`config.mk`:
```
export PLATFORM = sky130hd
export DESIGN_NAME = ext_rd_port_arbiter_flat
export DESIGN_NICKNAME = d
export VERILOG_FILES = /design/src/rtl/ext_rd_port_arbiter_pkg.sv /design/src/rtl/ext_rd_port_arbiter_if.sv /design/src/rtl/ext_rd_port_arbiter_rd_tag_pipe.sv /design/src/rtl/ext_rd_port_arbiter.sv /design/src/flat_wrapper.sv
export SDC_FILE = /design/constraint.sdc
export NUM_CORES = 1
export LEC_CHECK = 0
export CORE_MARGIN = 2
export CORE_UTILIZATION = 30
export DETAILED_ROUTE_END_ITERATION = 6
export DONT_BUFFER_PORTS = 1
export PLACE_DENSITY = 0.56
export SLEW_MARGIN = 20
export SYNTH_ARGS = -nofsm -noshare
export SYNTH_HDL_FRONTEND = slang
export SYNTH_SLANG_ARGS = --single-unit
```
`constraint.sdc`:
```
create_clock -name clk -period 5.8 [get_ports clk]
set_input_delay 1.45 -clock clk [delete_from_list [all_inputs] [get_ports clk]]
set_output_delay 1.45 -clock clk [all_outputs]
set_load 0.05 [all_outputs]
```
`src/rtl/ext_rd_port_arbiter_pkg.sv`:
```
// Shared types and constants for the external read-port arbiter: requester
// indices, FSM state encoding and the return-path tag record.
package ext_rd_port_arbiter_pkg;

    localparam int REQ_INSTR   = 0;
    localparam int REQ_FEATURE = 1;
    localparam int REQ_WEIGHT  = 2;
    localparam int N_REQ_DEF   = REQ_WEIGHT + 1;
    localparam int OWNER_W     = 2;

    typedef enum logic [0:0] {
        ST_IDLE  = 1'b0,
        ST_ISSUE = 1'b1
    } arb_state_e;

    typedef struct packed {
        logic               valid;
        logic [OWNER_W-1:0] owner;
        logic               last;
    } rd_tag_t;

    function automatic rd_tag_t tag_make(input logic valid,
                                         input logic [OWNER_W-1:0] owner,
                                         input logic last);
        rd_tag_t t;
        t.valid = valid;
        t.owner = owner;
        t.last  = last;
        return t;
    endfunction

endpackage

```
`src/rtl/ext_rd_port_arbiter_if.sv`:
```
// Request/grant, external memory and return-data signals of the read-port
// arbiter; master = requesters plus memory, slave = arbiter.
interface ext_rd_port_arbiter_if #(
    parameter int N_REQ  = 3,
    parameter int ADDR_W = 16,
    parameter int LEN_W  = 8,
    parameter int DATA_W = 128
);
    logic [N_REQ-1:0]        req;
    logic [N_REQ*ADDR_W-1:0] req_addr;
    logic [N_REQ*LEN_W-1:0]  req_len;
    logic [N_REQ-1:0]        grant;
    logic                    busy;
    logic [ADDR_W-1:0]       mem_addr;
    logic                    mem_rd_en;
    logic [DATA_W-1:0]       mem_rd_data;
    logic [DATA_W-1:0]       rd_data;
    logic [N_REQ-1:0]        rd_valid;
    logic [N_REQ-1:0]        rd_last;

    modport master (
        output req, req_addr, req_len, mem_rd_data,
        input  grant, busy, mem_addr, mem_rd_en, rd_data, rd_valid, rd_last
    );

    modport slave (
        input  req, req_addr, req_len, mem_rd_data,
        output grant, busy, mem_addr, mem_rd_en, rd_data, rd_valid, rd_last
    );
endinterface

```
`src/rtl/ext_rd_port_arbiter_rd_tag_pipe.sv`:
```
// Shift register carrying one {valid, owner, last} tag per read strobe so the
// tag emerges in the same cycle as the matching external read data.
module ext_rd_port_arbiter_rd_tag_pipe
    import ext_rd_port_arbiter_pkg::*;
#(
    parameter int DEPTH = 1
) (
    input  logic    clk,
    input  logic    rst,
    input  rd_tag_t tag_i,
    output rd_tag_t tag_o
);

    rd_tag_t stage_q [DEPTH];

    // Shift tags one stage per cycle; reset discards every in-flight beat.
    always_ff @(posedge clk or posedge rst) begin
        if (rst) begin
            for (int i = 0; i < DEPTH; i++) begin
                stage_q[i] <= '0;
            end
        end else begin
            stage_q[0] <= tag_i;
            for (int i = 1; i < DEPTH; i++) begin
                stage_q[i] <= stage_q[i-1];
            end
        end
    end

    assign tag_o = stage_q[DEPTH-1];

endmodule

```
`src/rtl/ext_rd_port_arbiter.sv`:
```
// Round-robin burst arbiter for the shared external read port: grants one
// burst at a time, issues sequential addresses and routes tagged return beats.
module ext_rd_port_arbiter
    import ext_rd_port_arbiter_pkg::*;
#(
    parameter int N_REQ      = N_REQ_DEF,
    parameter int ADDR_W     = 16,
    parameter int LEN_W      = 8,
    parameter int DATA_W     = 128,
    parameter int RD_LATENCY = 1
) (
    input  logic                  clk,
    input  logic                  rst,
    ext_rd_port_arbiter_if.slave  bus
);

    arb_state_e         state_q;
    logic [OWNER_W-1:0] rr_ptr_q;
    logic [OWNER_W-1:0] owner_q;
    logic [ADDR_W-1:0]  addr_q;
    logic [LEN_W-1:0]   remain_q;
    logic               issue_q;
    logic [DATA_W-1:0]  rd_data_q;

    logic [ADDR_W-1:0]  req_addr_s [N_REQ];
    logic [LEN_W-1:0]   req_len_s  [N_REQ];
    logic [OWNER_W-1:0] cand_s;
    logic [OWNER_W-1:0] pick_idx_s;
    logic               pick_found_s;
    logic [OWNER_W-1:0] next_ptr_s;
    logic [N_REQ-1:0]   grant_s;
    rd_tag_t            tag_in_s;
    rd_tag_t            tag_out_s;
    logic [N_REQ-1:0]   rd_valid_s;
    logic [N_REQ-1:0]   rd_last_s;
    logic [DATA_W-1:0]  rd_data_s;

    // Unpack the flat per-requester address/length buses.
    always_comb begin
        for (int i = 0; i < N_REQ; i++) begin
            req_addr_s[i] = bus.req_addr[i*ADDR_W +: ADDR_W];
            req_len_s[i]  = bus.req_len[i*LEN_W +: LEN_W];
        end
    end

    // First active request at or after the round-robin pointer, wrapping.
    always_comb begin
        pick_found_s = 1'b0;
        pick_idx_s   = '0;
        cand_s       = '0;
        for (int k = 0; k < N_REQ; k++) begin
            cand_s = OWNER_W'((int'(rr_ptr_q) + k) % N_REQ);
            if (!pick_found_s && bus.req[cand_s]) begin
                pick_found_s = 1'b1;
                pick_idx_s   = cand_s;
            end else begin
                pick_found_s = pick_found_s;
            end
        end
        if (pick_idx_s == OWNER_W'(N_REQ - 1)) begin
            next_ptr_s = '0;
        end else begin
            next_ptr_s = pick_idx_s + OWNER_W'(1);
        end
    end

    // Grant is a same-cycle pulse while idle; it is forced low during reset.
    always_comb begin
        grant_s = '0;
        if (!rst && (state_q == ST_IDLE) && pick_found_s) begin
            grant_s[pick_idx_s] = 1'b1;
        end else begin
            grant_s = '0;
        end
    end

    // IDLE/ISSUE burst FSM with address counter and registered strobe.
    always_ff @(posedge clk or posedge rst) begin
        if (rst) begin
            state_q  <= ST_IDLE;
            rr_ptr_q <= OWNER_W'(REQ_INSTR);
            owner_q  <= '0;
            addr_q   <= '0;
            remain_q <= '0;
            issue_q  <= 1'b0;
        end else begin
            case (state_q)
                ST_IDLE: begin
                    if (pick_found_s) begin
                        rr_ptr_q <= next_ptr_s;
                        owner_q  <= pick_idx_s;
                        if (req_len_s[pick_idx_s] != '0) begin
                            state_q  <= ST_ISSUE;
                            issue_q  <= 1'b1;
                            addr_q   <= req_addr_s[pick_idx_s];
                            remain_q <= req_len_s[pick_idx_s] - LEN_W'(1);
                        end
                    end
                end
                ST_ISSUE: begin
                    // remain_q counts beats still to go after the current one.
                    if (remain_q == '0) begin
                        state_q <= ST_IDLE;
                        issue_q <= 1'b0;
                    end else begin
                        addr_q   <= addr_q + ADDR_W'(1);
                        remain_q <= remain_q - LEN_W'(1);
                    end
                end
                default: begin
                    state_q <= ST_IDLE;
                    issue_q <= 1'b0;
                end
            endcase
        end
    end

    assign tag_in_s = tag_make(issue_q, owner_q, issue_q && (remain_q == '0));

    ext_rd_port_arbiter_rd_tag_pipe #(
        .DEPTH (RD_LATENCY)
    ) u_rd_tag_pipe (
        .clk   (clk),
        .rst   (rst),
        .tag_i (tag_in_s),
        .tag_o (tag_out_s)
    );

    // Decode the emerging tag into one-hot valid/last and select the data.
    always_comb begin
        rd_valid_s = '0;
        rd_last_s  = '0;
        for (int i = 0; i < N_REQ; i++) begin
            if (tag_out_s.valid && (tag_out_s.owner == OWNER_W'(i))) begin
                rd_valid_s[i] = 1'b1;
                rd_last_s[i]  = tag_out_s.last;
            end else begin
                rd_valid_s[i] = 1'b0;
                rd_last_s[i]  = 1'b0;
            end
        end
        if (tag_out_s.valid) begin
            rd_data_s = bus.mem_rd_data;
        end else begin
            rd_data_s = rd_data_q;
        end
    end

    // Hold the most recently delivered beat between valid cycles.
    always_ff @(posedge clk or posedge rst) begin
        if (rst) begin
            rd_data_q <= '0;
        end else begin
            rd_data_q <= rd_data_s;
        end
    end

    assign bus.grant     = grant_s;
    assign bus.busy      = issue_q;
    assign bus.mem_rd_en = issue_q;
    assign bus.mem_addr  = addr_q;
    assign bus.rd_data   = rd_data_s;
    assign bus.rd_valid  = rd_valid_s;
    assign bus.rd_last   = rd_last_s;

endmodule

```
`src/flat_wrapper.sv`:
```
// flat-port wrapper written by rule: the top's interface ports become plain ports
module ext_rd_port_arbiter_flat import ext_rd_port_arbiter_pkg::*;
#(
    parameter int N_REQ      = N_REQ_DEF,
    parameter int ADDR_W     = 16,
    parameter int LEN_W      = 8,
    parameter int DATA_W     = 128,
    parameter int RD_LATENCY = 1
)
  (clk, rst, bus_req, bus_req_addr, bus_req_len, bus_mem_rd_data, bus_grant, bus_busy, bus_mem_addr, bus_mem_rd_en, bus_rd_data, bus_rd_valid, bus_rd_last);
  ext_rd_port_arbiter_if #(.N_REQ(N_REQ), .ADDR_W(ADDR_W), .LEN_W(LEN_W), .DATA_W(DATA_W)) bus_i ();
  input  logic clk;
  input  logic rst;
  input wire logic [$bits(bus_i.req)-1:0] bus_req;
  input wire logic [$bits(bus_i.req_addr)-1:0] bus_req_addr;
  input wire logic [$bits(bus_i.req_len)-1:0] bus_req_len;
  input wire logic [$bits(bus_i.mem_rd_data)-1:0] bus_mem_rd_data;
  output wire logic [$bits(bus_i.grant)-1:0] bus_grant;
  output wire logic [$bits(bus_i.busy)-1:0] bus_busy;
  output wire logic [$bits(bus_i.mem_addr)-1:0] bus_mem_addr;
  output wire logic [$bits(bus_i.mem_rd_en)-1:0] bus_mem_rd_en;
  output wire logic [$bits(bus_i.rd_data)-1:0] bus_rd_data;
  output wire logic [$bits(bus_i.rd_valid)-1:0] bus_rd_valid;
  output wire logic [$bits(bus_i.rd_last)-1:0] bus_rd_last;
  assign bus_i.req = bus_req;
  assign bus_i.req_addr = bus_req_addr;
  assign bus_i.req_len = bus_req_len;
  assign bus_i.mem_rd_data = bus_mem_rd_data;
  assign bus_grant = bus_i.grant;
  assign bus_busy = bus_i.busy;
  assign bus_mem_addr = bus_i.mem_addr;
  assign bus_mem_rd_en = bus_i.mem_rd_en;
  assign bus_rd_data = bus_i.rd_data;
  assign bus_rd_valid = bus_i.rd_valid;
  assign bus_rd_last = bus_i.rd_last;
  ext_rd_port_arbiter #(.N_REQ(N_REQ), .ADDR_W(ADDR_W), .LEN_W(LEN_W), .DATA_W(DATA_W), .RD_LATENCY(RD_LATENCY)) u_core (.clk(clk), .rst(rst), .bus(bus_i));
endmodule
```
==> flow_summary.ini <==
[logic_synthesis]
yosysUniqueCellTypes = 61
yosysMostFrequentCell = dfrtp_1
syn-num-nets = 808
synth-seq-cells = 162
netlist_top_cells_area = dfrtp_1 54%, mux2_2 20%, mux2i_1 4.0%, nand2_1 2.2%, o21ai_0 1.7%
yosysWarnings = 0
synth.top_cell.area_share_pct = 54.2
synthArstFlopShare_pct = 100
synth_area_per_cell_um2 = 12.5
synth_edf_count = 0
synthesis.area_mm2 = 0.00747
synth_top_flop_cell = dfrtp_1
syn-instance-count = 597
yosysTopAreaCell = dfrtp_1
synth_seq_area_share_pct = 54.2
synth_commonest_cells = 162 x dfrtp_1, 132 x mux2_2, 43 x nand2_1

[layout]
drive_above_1_share_pct = 31.1
nNetsFinal = 800
syn2layout_area_growth_pct = 13.0

[clocking]
clk_latency_ps = 420
clkSinkCount = 162
cts.htree.levels = 4
cts_tree = yes
cts_resized = 0
cts_hold_buf = 0
cts_root_buf = clkbuf_16
cts_buffers = 17
cts_setup_buffers = 0
clockBufferDepth = 2
clkTransAtPathRegs_ps = 70

[setup_path]
crit_type = primary input to output port
cp_slowest_stage_delay_ps = 470
worst_setup_path_end_kind = output port
path_cells = nand3b_1 > o21ai_1 > o221ai_1 > nand2_1 > nor2_1 > and2_1
path_buf_inv = 0
arrival_ps = 3160
cp_slowest_cell = and2_1
worstSetupStartpointType = primary input
critical_path_required_ps = 4350
critPathTopFamily = simple AND/OR/NAND/NOR gates
worstPathMaxFanout = 6

[grt]
grt_max_degree = 163
grt_pass1_wl_um = 27900
antenna_found_initial = 1
grt_overflow = 0
grt_use_total_pct = 13.8
first_global_vias = 4786

[worst_hold_path]
hold_class = flip-flop to flip-flop

[placed_design]
gp_congestion = 0.834
port_buffers = 0
hpwl_um = 14300

[route]
wl_um = 18900
first_pass_iters = 4
antenna_left = 0
wl_per_cell_um = 20.4
drcViolationCount = 0
vias = 4635
via_per_inst = 5.00
drt_iter0_drc = 225

[timing]
relSlewSlack_pct = 24.3
hold_viol = 0
slew_violations = 0
setup_viol = 0
max_freq_ghz = 0.217
period_needed_ps = 4610
finalSetupTns_ps = 0
period_share_pct = 79.5
rsz0062_at_grt = no
worst_pin_slew_ps = 1140
fin_skew_ps = 13.5

[floorplanning]
ios = 360
coreArea_mm2 = 0.0244
num_rows = 57
die_w_um = 162
initial_core_util_pct = 30.6
dieHeight_um = 162
dieArea_mm2 = 0.0262

[status]
status = completed

[run]
maxCapViolations = 0
kinds of logic after synthesis:
group	count (synthesis)	synth area share [%]
AO/OA/AOI/OAI	91	8.54
XOR/XNOR	7	0.820
adder cells (fa/ha/maj)	6	1.00
buffers and inverters	44	2.66
flip-flops	162	54.2
multiplexers	166	24.6
AND/OR/NAND/NOR	121	8.14
sequential cells by signal, summed over array words and instances, names as in the netlist:
register,cells
u_core.rd_data_q,128
u_core.rr_ptr_q,2
u_core.remain_q,8
u_core.owner_q,2
u_core.state_q,1
u_core.bus.mem_addr,16
u_core.u_rd_tag_pipe.tag_o,4
u_core.bus.busy,1
layer usage:
layer  vias to the layer above  share of wire, %  GRT usage [%]
met5                         -             0.048              0
met4                         2               1.3           4.34
met3                        18               9.2           5.31
met2                       245                52           24.2
met1                      2233                38           15.3
li1                       2137                 -              -
cell usage in the layout (no fill, tap or decap), types with 3 or more instances in the layout:
master / instances
dfrtp_1: 161
mux2_2: 132
nand2_1: 43
mux2i_1: 30
nor2_1: 29
o21ai_0: 25
a21oi_1: 21
clkbuf_16: 17
a221oi_1: 11
and3_1: 9
nor4_1: 7
inv_1: 7
and2_1: 7
nand3_1: 7
ha_1: 6
inv_8: 6
a31oi_1: 5
clkinv_8: 5
buf_4: 5
xnor2_1: 4
a211oi_1: 4
o211ai_1: 4
nor3_1: 3
xor2_1: 3
clkinv_4: 3
path summary, 6_finish.rpt:
check | from | end | slack, ps | depth (start not counted)
worst max register to register | u_core.rr_ptr_q[1]$_DFFE_PP0P_ | u_core.remain_q[5]$_DFFE_PP0P_ | 1700 | 12
worst min register to register | u_core.owner_q[1]$_DFFE_PP0P_ | u_core.u_rd_tag_pipe.tag_o[2]$_DFF_PP0_ | 380 | 0
min in group asynchronous | rst | u_core.rr_ptr_q[1]$_DFFE_PP0P_ | 1110 | 2
worst max-delay path | bus_req[1] | bus_grant[1] | 1190 | 6
worst min-delay path | u_core.owner_q[1]$_DFFE_PP0P_ | u_core.u_rd_tag_pipe.tag_o[2]$_DFF_PP0_ | 380 | 0
max in group asynchronous | rst | u_core.rd_data_q[60]$_DFF_PP0_ | 3980 | 2
stage by stage:
step	hold WS (ps)	instance area [µm²]	cells	util [%]	setup WS [ps]
2_1_floorplan	350	7480	597	-	865
3_3_place_gp	365	7810	894	32.0	1260
3_5_place_dp	372	7810	894	32.0	1180
4_1_cts	387	8440	926	34.6	1170
5_1_grt	399	8440	926	34.6	947
6_report	380	8440	927	34.6	1190
final cells by class:
type / instances / area, µm²
fill: 2394 / 15900
sequential: 162 / 4060
multi-input combinational: 391 / 3230
clock buffer: 17 / 425
tap: 324 / 405
clock inverter: 15 / 205
timing repair buffer: 7 / 68.8
inverter: 10 / 43.8
antenna: 1 / 2.50
Power is not shown: default switching activity piles up to over one toggle a cycle in this logic, so the estimate is an artifact.
